**config.mk**
```make
export PLATFORM = sky130hd
export DESIGN_NAME = ifu_prefetch
export DESIGN_NICKNAME = d
export VERILOG_FILES = /design/src/rtl/ifu_prefetch_pkg.sv /design/src/rtl/ifu_prefetch_fifo.sv /design/src/rtl/ifu_prefetch.sv
export SDC_FILE = /design/constraint.sdc
export NUM_CORES = 1
export LEC_CHECK = 0
export CORE_ASPECT_RATIO = 0.75
export CORE_UTILIZATION = 45
export DETAILED_ROUTE_END_ITERATION = 7
export GPL_TIMING_DRIVEN = 0
export HOLD_SLACK_MARGIN = 0.02
export PLACE_DENSITY = 0.66
export SYNTH_ARGS = -nofsm -noshare
export SYNTH_HDL_FRONTEND = slang
export SYNTH_SLANG_ARGS = --single-unit
```
**constraint.sdc**
```tcl
create_clock -name clock -period 12.72 [get_ports clock]
set_input_delay 3.18 -clock clock [delete_from_list [all_inputs] [get_ports clock]]
set_output_delay 3.18 -clock clock [all_outputs]
set_load 0.02 [all_outputs]
```
**src/rtl/ifu_prefetch_pkg.sv**
```systemverilog
// Shared definitions for the instruction-fetch front end: FSM encoding and fetch constants.
package ifu_defines;

  typedef enum logic [1:0] {
    IDLE = 2'd0,
    WAIT = 2'd1,
    DROP = 2'd2
  } ifu_state;

  localparam logic [31:0] RESET_PC = 32'h8000_0000;
  localparam int unsigned PC_STEP  = 4;

endpackage

```
**src/rtl/ifu_prefetch_fifo.sv**
```systemverilog
// Synchronous FIFO with flush; head word is read combinationally from storage.
module fifo_sync #(
  parameter int unsigned WIDTH = 64,
  parameter int unsigned DEPTH = 4
) (
  input  logic                     clock,
  input  logic                     reset,
  input  logic                     push,
  input  logic                     pop,
  input  logic                     flush,
  input  logic [WIDTH-1:0]         wdata,
  output logic [WIDTH-1:0]         rdata,
  output logic                     full,
  output logic                     empty,
  output logic [$clog2(DEPTH):0]   count
);

  localparam int unsigned AW = $clog2(DEPTH);
  localparam int unsigned CW = AW + 1;

  logic [WIDTH-1:0] mem [DEPTH];
  logic [AW-1:0]    wr_ptr;
  logic [AW-1:0]    rd_ptr;
  logic             pop_ok;

  assign full   = (count == CW'(DEPTH));
  assign empty  = (count == '0);
  assign rdata  = mem[rd_ptr];
  assign pop_ok = pop && !empty;

  // The writer only pushes when an entry is free or the head leaves this same cycle.
  always_ff @(posedge clock or posedge reset) begin
    if (reset) begin
      wr_ptr <= '0;
      rd_ptr <= '0;
      count  <= '0;
      for (int unsigned i = 0; i < DEPTH; i++) mem[i] <= '0;
    end else if (flush) begin
      wr_ptr <= '0;
      rd_ptr <= '0;
      count  <= '0;
    end else begin
      if (push) begin
        mem[wr_ptr] <= wdata;
        wr_ptr      <= wr_ptr + AW'(1);
      end
      if (pop_ok) rd_ptr <= rd_ptr + AW'(1);
      case ({push, pop_ok})
        2'b10:   count <= count + CW'(1);
        2'b01:   count <= count - CW'(1);
        default: count <= count;
      endcase
    end
  end

endmodule

```
**src/rtl/ifu_prefetch.sv**
```systemverilog
// Instruction prefetch front end: one outstanding memory fetch feeding a DEPTH-entry FIFO,
// with PC redirect flushing queued work and discarding any in-flight response.
module ifu_prefetch
  import ifu_defines::*;
#(
  parameter int unsigned     XLEN     = 32,
  parameter int unsigned     DEPTH    = 4,
  parameter logic [XLEN-1:0] RESET_PC = ifu_defines::RESET_PC
) (
  input  logic            clock,
  input  logic            reset,
  input  logic            redirect_valid,
  input  logic [XLEN-1:0] redirect_pc,
  output logic            inst_valid,
  output logic [XLEN-1:0] inst,
  output logic [XLEN-1:0] inst_pc,
  input  logic            inst_ready,
  output logic            reqValid,
  output logic [XLEN-1:0] addr,
  input  logic            respValid,
  input  logic [XLEN-1:0] rdata
);

  localparam int unsigned CW = $clog2(DEPTH) + 1;

  ifu_state        state, state_next;
  logic [XLEN-1:0] fetch_pc, pc_next;
  logic [XLEN-1:0] addr_next;
  logic            req_next;
  logic            resp_accept;
  logic            pop;
  logic            push;
  logic            fifo_full;
  logic            fifo_empty;
  logic [CW-1:0]   fifo_count;
  logic [2*XLEN-1:0] fifo_head;
  logic [XLEN-1:0] redirect_aligned;

  assign redirect_aligned = {redirect_pc[XLEN-1:2], 2'b00};
  assign inst_valid       = !fifo_empty;
  assign inst             = fifo_head[XLEN-1:0];
  assign inst_pc          = fifo_head[2*XLEN-1:XLEN];
  assign pop              = inst_valid && inst_ready && !redirect_valid;
  assign push             = resp_accept && (!fifo_full || pop);

  always_comb begin
    state_next  = state;
    req_next    = reqValid;
    addr_next   = addr;
    pc_next     = fetch_pc;
    resp_accept = 1'b0;
    case (state)
      IDLE: begin
        if (!redirect_valid && (fifo_count < CW'(DEPTH))) begin
          req_next   = 1'b1;
          addr_next  = fetch_pc;
          state_next = WAIT;
        end
      end
      WAIT: begin
        if (redirect_valid) begin
          if (respValid) begin
            req_next   = 1'b0;
            state_next = IDLE;
          end else begin
            state_next = DROP;
          end
        end else if (respValid) begin
          resp_accept = 1'b1;
          pc_next     = fetch_pc + XLEN'(PC_STEP);
          req_next    = 1'b0;
          state_next  = IDLE;
        end
      end
      DROP: begin
        // Keep the request up until memory answers; the answer itself is thrown away.
        if (respValid) begin
          req_next   = 1'b0;
          state_next = IDLE;
        end
      end
      default: state_next = IDLE;
    endcase
    if (redirect_valid) pc_next = redirect_aligned;
  end

  always_ff @(posedge clock or posedge reset) begin
    if (reset) begin
      state    <= IDLE;
      fetch_pc <= RESET_PC;
      reqValid <= 1'b0;
      addr     <= '0;
    end else begin
      state    <= state_next;
      fetch_pc <= pc_next;
      reqValid <= req_next;
      addr     <= addr_next;
    end
  end

  fifo_sync #(
    .WIDTH (2 * XLEN),
    .DEPTH (DEPTH)
  ) u_fifo (
    .clock (clock),
    .reset (reset),
    .push  (push),
    .pop   (pop),
    .flush (redirect_valid),
    .wdata ({addr, rdata}),
    .rdata (fifo_head),
    .full  (fifo_full),
    .empty (fifo_empty),
    .count (fifo_count)
  );

endmodule
```
==> results by group <==
Outcome
  • Outcome: finished, final reports clean

Power
  • Leak Pwr: 8.14 nW
  • VDD IR max: 0.173 mV
  • PD cells: 227 mW/mm²

STA
  • Fin. max-slew vios: 0
  • Max Freq: 164 MHz
  • Worst slew margin: 57.1%
  • Final setup violation count: 0
  • Crit share post-route: 47.9%
  • Worst setup margin: 6620 ps
  • Final hold violation count: 0
  • RSZ-0062 raised after global routing: no
  • Worst Tran Pin Value: 644 ps
  • Min Tclk post-route: 6100 ps
  • Clock skew: 21.3 ps

Global routing
  • First-pass GRT wire length: 53,700 µm
  • GRT Total Usage: 20.4%
  • Largest net degree at the start of global routing: 125
  • Initial antenna violation count: 0
  • Vias in the first global route: 9,139
  • GRT overflow: 0

Worst setup path
  • R2r startpoint: state[1]
  • R2R cell count: 8
  • Critical path arrival: 2920 ps
  • CP max FO: 10
  • Critical path endpoint category: output port
  • Kind of critical path: flip-flop to output port
  • Worst EP required: 9540 ps
  • Reg2reg setup slack: 10,330 ps
  • Reg2reg end: u_fifo.mem[167]
  • Worst setup SP type: flip-flop

Cells and area
  • Final #Nets: 1,228
  • Area Growth Syn to Fin: 22.3%
  • Share of cells above drive strength 1: 40.1%
  • Final Core Density: 56.5%
  • Antenna Cells: 0
  • Filler cells: 2,604

Floorplan
  • Cell row count: 57
  • Die H: 161 µm
  • Chip width: 214 µm
  • CORE AREA: 0.0327 mm²
  • Initial Utilization: 46.2%
  • Die ar.: 0.0344 mm²
  • I/O pin count: 167

Logic synthesis
  • Synth area leader: dfrtp_1
  • Synth top cells by count: dfrtp_1, mux2_4, mux2_2, mux4_2, nand2_1
  • Synth top area share: 52.4%
  • Seq cells post-synth: 318
  • Asr flop ratio synth: 100%
  • Synth Warn #: 0
  • Synth Instances: 949
  • Post-synth EDFFs: 0
  • Synth Cell Area: 0.0151 mm²
  • Sequential area share after synthesis: 52.6%
  • Ys flop type: dfrtp_1
  • Cell with the most instances after synthesis: dfrtp_1
  • Syn_area_per_cell: 15.9 µm²
  • Cell variety after synth: 51
  • Top cells by area, synth: dfrtp_1, mux2_4, mux4_2

Place
  • Dpl hpwl: 22,800 µm
  • Placement Setup Slack: 7080 ps
  • # port buffers: 159
  • Gpl congestion: 0.778

Drt
  • Pre-antenna DRT Iters: 5
  • Post-DRT Antenna Nets: 0
  • Via Count: 8,628
  • Vias per cell: 5.34
  • Detailed-route wire length: 33,600 µm
  • Avg WL per Cell: 20.8 µm
  • Post-route DRC: 0
  • Iter 0 DRT Violations: 451

Clocking
  • TritonCTS Sinks: 318
  • CTS tree: done
  • Clk Latency, worst-skew pair: 530 ps
  • Root Driver: clkbuf_16
  • Postcts setup bufs: 0
  • CTS Buf Count: 34
  • Clock-pin slew on the worst setup and hold paths: 60 ps
  • CTS HTree Levels: 2
  • CTS Buffer Depth: 3
  • Resized cells post-CTS: 0
  • Hold-fix buffer count after cts: 0

Hold path
  • Hold path endpoint: u_fifo.mem[12]
  • Hold path cells: 1
  • Hold Path Class: flip-flop to flip-flop
  • Hold path start: u_fifo.mem[12]

Job
  • Max Cap Viol: 0
-- sequential cells by signal, indices dropped and copies added (netlist names) --
name,count
fetch_pc,30
u_fifo.count,3
u_fifo.mem,248
reqValid,1
addr,30
u_fifo.wr_ptr,2
state,2
u_fifo.rd_ptr,2
-- worst max path at each step --
stage	start	end	slack (ps)	cells after the start
finish	u_fifo.rd_ptr[1]	inst_pc[19]	6620	5
global route	u_fifo.rd_ptr[1]	inst_pc[11]	6480	5
CTS	u_fifo.rd_ptr[1]	inst_pc[19]	6580	5
detailed placement	redirect_valid	u_fifo.count[2]	7080	8
global placement	reset	u_fifo.mem[101]	-3390	2
floorplan	reset	addr[10]	740	1
-- critical path, stage by stage (launching register included) --
cell and delay, ps:
dfrtp_1 320, buf_2 310, buf_2 390, buf_2 380, mux4_2 410, clkdlybuf4s50_1 570
-- placed cells by master (no fill, tap or decap), types with 6 or more instances in the layout --
cell type / count
and2_1: 6
a31oi_1: 13
dfrtp_1: 317
xor2_1: 6
nand3_1: 12
buf_2: 19
o21ai_0: 20
nand2_1: 37
ha_1: 9
mux4_2: 62
clkinv_2: 6
mux2_4: 180
nor2_1: 24
inv_1: 9
mux2_2: 100
clkbuf_8: 6
xnor2_1: 8
buf_6: 29
clkdlybuf4s50_1: 159
clkbuf_1: 14
o31ai_1: 10
or4_1: 12
clkbuf_16: 35
-- logic make-up (layout without fill, tap and decap cells) --
group | count (synthesis) | after routing | share of synthesized area [%]
AO/OA/AOI/OAI | 61 | 61 | 2.56
flip-flops | 318 | 318 | 52.6
buffers and inverters | 74 | 295 | 3.56
XOR/XNOR | 14 | 14 | 0.811
other | 1 | 4 | 0.0248
adder cells (fa/ha/maj) | 10 | 10 | 0.877
multiplexers | 344 | 344 | 34.7
AND/OR/NAND/NOR | 127 | 127 | 4.90
-- power by group --
part,switching [mW],internal (mW)
registers,0.241,1.30
logic,0.694,0.942
clock network,0.418,0.605
total,1.35,2.84
-- metrics by stage --
step            TNS, ps  instance area [µm²]  hold slack (ps)  power [mW]  std cells
6_report              0                18500              502        4.20       1615
5_1_grt               0                18500              512        4.41       1615
4_1_cts               0                18500              505        4.25       1615
3_5_place_dp          0                17300              489        3.20       1555
3_3_place_gp   -1059920                17300              472        3.17       1553
2_1_floorplan         0                15100              475        2.54        952
-- routing by layer --
metal	vias up	GRT usage (%)	part of all wire [%]
li1	3903	-	-
met1	4506	30.8	49
met2	182	29.9	44
met3	37	4.50	5.3
met4	0	4.81	1.4
met5	-	0	0
-- cell type report --
class	count	area (µm²)	share of cell area [%]
Inverter	11	48.8	0.264
Timing Repair Buffer	161	1650	8.90
Buffer	63	497	2.68
Clock inverter	15	185	1.00
Tap cell	442	553	2.99
Clock buffer	45	973	5.26
Multi-Input combinational cell	560	6640	35.9
Sequential cell	318	7960	43.0
(Power assumes the default switching activity.)
